[config.mk]
export PLATFORM = sky130hd
export DESIGN_NAME = fwd_hazard_ctrl
export DESIGN_NICKNAME = d
export VERILOG_FILES = /design/src/rtl/fwd_hazard_ctrl.sv
export SDC_FILE = /design/constraint.sdc
export NUM_CORES = 1
export LEC_CHECK = 0
export CORE_AREA = 2 2 74 76
export DETAILED_ROUTE_END_ITERATION = 6
export DIE_AREA = 0 0 76 78
export PLACE_DENSITY = 0.71
export SLEW_MARGIN = 20
export SYNTH_ARGS = -nofsm -noshare
export SYNTH_HDL_FRONTEND = slang
export SYNTH_SLANG_ARGS = --single-unit
export TNS_END_PERCENT = 10
[constraint.sdc]
create_clock -name clk -period 2.1 [get_ports clk]
set_input_delay 0.42 -clock clk [delete_from_list [all_inputs] [get_ports clk]]
set_output_delay 0.42 -clock clk [all_outputs]
set_load 0.02 [all_outputs]
[src/rtl/fwd_hazard_ctrl.sv]
// EX-stage forwarding select generator and load-use hazard detector.
// Tracks destination tags of in-flight instructions so the operand-mux selects are registered for EX.
module fwd_hazard_ctrl #(
  parameter int REG_ADDR_W = 5,
  parameter int CNT_W      = 16
) (
  input  logic                  clk,
  input  logic                  rst,
  input  logic                  id_valid,
  input  logic [REG_ADDR_W-1:0] id_rs,
  input  logic [REG_ADDR_W-1:0] id_rt,
  input  logic                  id_use_rs,
  input  logic                  id_use_rt,
  input  logic [REG_ADDR_W-1:0] id_rd,
  input  logic                  id_reg_write,
  input  logic                  id_mem_read,
  input  logic                  flush,
  output logic [1:0]            fwd_a_sel,
  output logic [1:0]            fwd_b_sel,
  output logic                  stall,
  output logic [CNT_W-1:0]      stall_count
);

  localparam logic [1:0] SEL_RF  = 2'b00;
  localparam logic [1:0] SEL_WB  = 2'b01;
  localparam logic [1:0] SEL_MEM = 2'b10;

  // Producer tags for the instructions currently in EX and MEM.
  // The WB-stage tag is not kept: a producer that has reached WB retires into a
  // write-before-read register file, so no later consumer ever needs its tag.
  logic [REG_ADDR_W-1:0] ex_rd, mem_rd;
  logic                  ex_reg_write, mem_reg_write;
  logic                  ex_mem_read, mem_mem_read;

  logic ex_live, mem_live;
  logic a_hit_ex, a_hit_mem, b_hit_ex, b_hit_mem;
  logic load_use;
  logic issue;
  logic [1:0] a_sel_nxt, b_sel_nxt;

  assign ex_live  = ex_reg_write  && (ex_rd  != '0);
  assign mem_live = mem_reg_write && (mem_rd != '0);

  assign a_hit_ex  = id_use_rs && ex_live  && (ex_rd  == id_rs);
  assign a_hit_mem = id_use_rs && mem_live && (mem_rd == id_rs);
  assign b_hit_ex  = id_use_rt && ex_live  && (ex_rd  == id_rt);
  assign b_hit_mem = id_use_rt && mem_live && (mem_rd == id_rt);

  // A load in EX cannot supply its data until it reaches MEM, so the consumer waits one cycle.
  assign load_use = id_valid && ex_mem_read && (a_hit_ex || b_hit_ex);
  assign stall    = load_use && !flush;
  assign issue    = id_valid && !stall && !flush;

  always_comb begin
    a_sel_nxt = SEL_RF;
    b_sel_nxt = SEL_RF;
    if (issue) begin
      if (a_hit_ex)       a_sel_nxt = SEL_MEM;
      else if (a_hit_mem) a_sel_nxt = SEL_WB;
      if (b_hit_ex)       b_sel_nxt = SEL_MEM;
      else if (b_hit_mem) b_sel_nxt = SEL_WB;
    end
  end

  always_ff @(posedge clk or posedge rst) begin
    if (rst) begin
      ex_rd         <= '0;
      ex_reg_write  <= 1'b0;
      ex_mem_read   <= 1'b0;
      mem_rd        <= '0;
      mem_reg_write <= 1'b0;
      mem_mem_read  <= 1'b0;
      fwd_a_sel     <= SEL_RF;
      fwd_b_sel     <= SEL_RF;
      stall_count   <= '0;
    end else begin
      mem_rd        <= ex_rd;
      mem_reg_write <= ex_reg_write;
      mem_mem_read  <= ex_mem_read;
      if (issue) begin
        ex_rd        <= id_rd;
        ex_reg_write <= id_reg_write;
        ex_mem_read  <= id_mem_read;
      end else begin
        ex_rd        <= '0;
        ex_reg_write <= 1'b0;
        ex_mem_read  <= 1'b0;
      end
      fwd_a_sel <= a_sel_nxt;
      fwd_b_sel <= b_sel_nxt;
      if (stall && (stall_count != {CNT_W{1'b1}}))
        stall_count <= stall_count + 1'b1;
    end
  end

endmodule

==> run_results.csv <==
group,metric,value,unit
finish,register_area,826,um2
worst_setup_path,crit_type,"reg2out",
detailed_routing,dr.max_layer_used,"met4",
worst_setup_path,critPathBufInv,2,
global_routing,grt_pass1_vias,1375,
sta,tightestPinTransition,488,ps
power,p_leak,1.18,nW
worst_setup_path,path_max_fanout,2,
power,p_int,1.08,mW
finish,nFillCells,448,
power,p_sw_share,22.9,%
synth,async_reset_ff_share,100,%
sta,clock.fmax,0.453,GHz
min_path,min_path_type,"reg2reg",
global_routing,grt_usage,13.7,%
clock_network,clock_tree.root_cell,"clkbuf_8",
placement,port_buffers,43,
finish,final_cells,299,
floorplan,io_pins,44,
synth,synth_ff_type,"dfrtp_1",
clock_network,clock-sinks,33,
worst_setup_path,crit_chain,"buf_6 -> or4_4 -> o21a_1 -> nand3_2 -> nor2_4 -> buf_6",
sta,finalCritPeriodShare,105,%
power,combPwrFrac,10.3,%
power,p_seq_share,46.6,%
run_status,violations,"negative setup slack",
global_routing,grt_pass1_wl,6.38,mm
sta,finClkSkew,5.76,ps
placement,post-place-ws,-758,ps
synth,ys_ff_latch,33,
finish,final_cell_mix,"36 x clkdlybuf4s50_1, 33 x dfrtp_1, 29 x buf_4, 24 x xor2_1",
floorplan,die_height,78,um
global_routing,gr-total-overflow,0,
placement,gp_congestion,0.846,
sta,report.final.slew_viol_count,0,
sta,holdWs,373,ps
synth,synth_warnings,0,
sta,worst_slack,-106,ps
sta,setup_viol,5,
detailed_routing,wirelength_met1,1.80,mm
floorplan,initial_utilization,34.6,%
sta,slew_headroom,67.3,%
clock_network,ctsHoldBuffers,0,
worst_setup_path,crit_slowest_cell,"or4_4",
finish,multi_input_area,987,um2
synth,syn_avg_cell_area,11.8,um2
clock_network,htreeDepth,2,
synth,synthCells,148,
synth,synth_edf_count,0,
placement,dp_hpwl,2.88,mm
power,peakVddDrop,0.000525,V
detailed_routing,wl_per_cell,13.1,um
detailed_routing,routed-via-count,1394,
detailed_routing,drt_iter0_drc,40,
clock_network,cts_buffers,5,
clock_network,clk_path_buf_depth,2,
worst_setup_path,critical-path-top-delay-family,"simple AND/OR/NAND/NOR gates",
clock_network,cts_tree,"yes",
finish,final_common_cell,"clkdlybuf4s50_1",
detailed_routing,drc,0,
worst_setup_path,cp_data_arrival_time,1790,ps
clock_network,clk_pin_slew_worst_paths,70,ps
floorplan,die_w,76,um
finish,post-route-util,53.8,%
floorplan,die_area,0.00593,mm2
synth,yosysUniqueCellTypes,37,
detailed_routing,antenna_left,0,
power,switchingPower,0.323,mW
run_status,outcome,"finished, violations left",
global_routing,grt_antenna_before_repair,0,
detailed_routing,totalWireLength,3.93,mm
power,p_per_area,518,mW/mm2
sta,finalSetupTns,-354,ps
finish,diodes,0,
worst_setup_path,critPathRequiredTime,1680,ps
synth,ys_seq_area_share,47.3,%
synth,syn_nets,172,
detailed_routing,firstDrtPassIters,4,
detailed_routing,wl_met2,1.89,mm
sta,final_hold_viol_count,0,
floorplan,fp-row-count,26,
sta,rsz0062_at_grt,"yes",
sta,fin_crit,2210,ps
worst_setup_path,cp_slowest_stage_delay,460,ps
global_routing,grt_max_degree,34,
worst_setup_path,critPathLaunchType,"register",
finish,drive_gt1_share,30.1,%
finish,nets,252,
clock_network,insertion_delay,290,ps
finish,syn_to_final_growth,55.6,%
flow_run,cap_viol_max_count,0,
detailed_routing,via_per_inst,4.66,
floorplan,core_region_area,0.00504,mm2
worst_setup_path,crit_top_cell,"buf_6",
placement,dp.cells,286,
power,p_clk_share,43.1,%
worst_setup_path,end_kind,"output port",
synth,synth_area,0.00174,mm2
detailed_routing,routed-wl-met3,182,um
[kinds of logic (layout without fill, tap and decap cells)]
family / Yosys count / in the layout / share of synthesized area (%)
AND/OR/NAND/NOR: 65 / 65 / 28.0
XOR/XNOR: 33 / 33 / 16.6
flip-flops: 33 / 33 / 47.3
AO/OA/AOI/OAI: 7 / 7 / 3.23
buffers and inverters: 6 / 87 / 1.94
multiplexers: 3 / 3 / 2.15
adder cells (fa/ha/maj): 1 / 1 / 0.717
[power groups by stage]
stage	logic, mW	registers (mW)	clock network [mW]
floorplan	0.0546	0.666	0
global placement	0.136	0.668	0
detailed placement	0.138	0.668	0
CTS	0.142	0.655	0.622
global route	0.159	0.657	0.645
finish	0.145	0.656	0.606
[Yosys cell counts (3+ instances only)]
cell type | n | area, um2
dfrtp_1 | 33 | 826
xor2_1 | 24 | 210
nand2_1 | 9 | 33.8
nor4_2 | 9 | 113
xnor2_1 | 9 | 78.8
nand3_1 | 8 | 40.0
and2_1 | 7 | 43.8
nor4_1 | 5 | 31.3
inv_1 | 3 | 11.3
nor3b_1 | 3 | 22.5
[final timing paths]
kind                              start         endpoint  slack, ps  cells after the start
max in group asynchronous           rst  stall_count[15]       1290                      3
max reg2reg                    ex_rd[4]   stall_count[1]       -100                      8
min reg2reg                ex_reg_write    mem_reg_write        370                      0
min in group asynchronous           rst     fwd_b_sel[1]        510                      3
min                        ex_reg_write    mem_reg_write        370                      0
max                            ex_rd[4]            stall       -110                      6
[final cells by class]
type / count / area share (%)
sequential: 33 / 30.4
clock buffer: 5 / 2.54
tap: 70 / 3.23
multi-input combinational: 109 / 36.4
timing repair buffer: 76 / 25.3
clock inverter: 3 / 1.71
inverter: 3 / 0.415
[registers in the layout, summed over array words and instances (netlist names)]
name / count
fwd_b_sel: 2
mem_rd: 5
ex_reg_write: 1
mem_reg_write: 1
fwd_a_sel: 2
ex_mem_read: 1
ex_rd: 5
stall_count: 16
[timing repair]
item | CTS | global route
buffers inserted | 5 | 0
gates resized for setup | 22 | 9
pin swaps | 11 | 5
endpoints found under the setup margin | 17 | 23
[metal layers]
| metal | up-vias | GRT usage [%] |
|---|---|---|
| met5 | - | 0 |
| met4 | 0 | 5.64 |
| met3 | 4 | 4.30 |
| met2 | 31 | 22.1 |
| met1 | 668 | 17.2 |
| li1 | 691 | - |
[stage by stage]
step	area (um2)	total power [mW]
3_3_place_gp	2450	0.804
2_1_floorplan	1740	0.721
6_report	2710	1.41
3_5_place_dp	2450	0.806
4_1_cts	2650	1.42
5_1_grt	2710	1.46
Note: power is estimated with default switching activity, not from simulation.
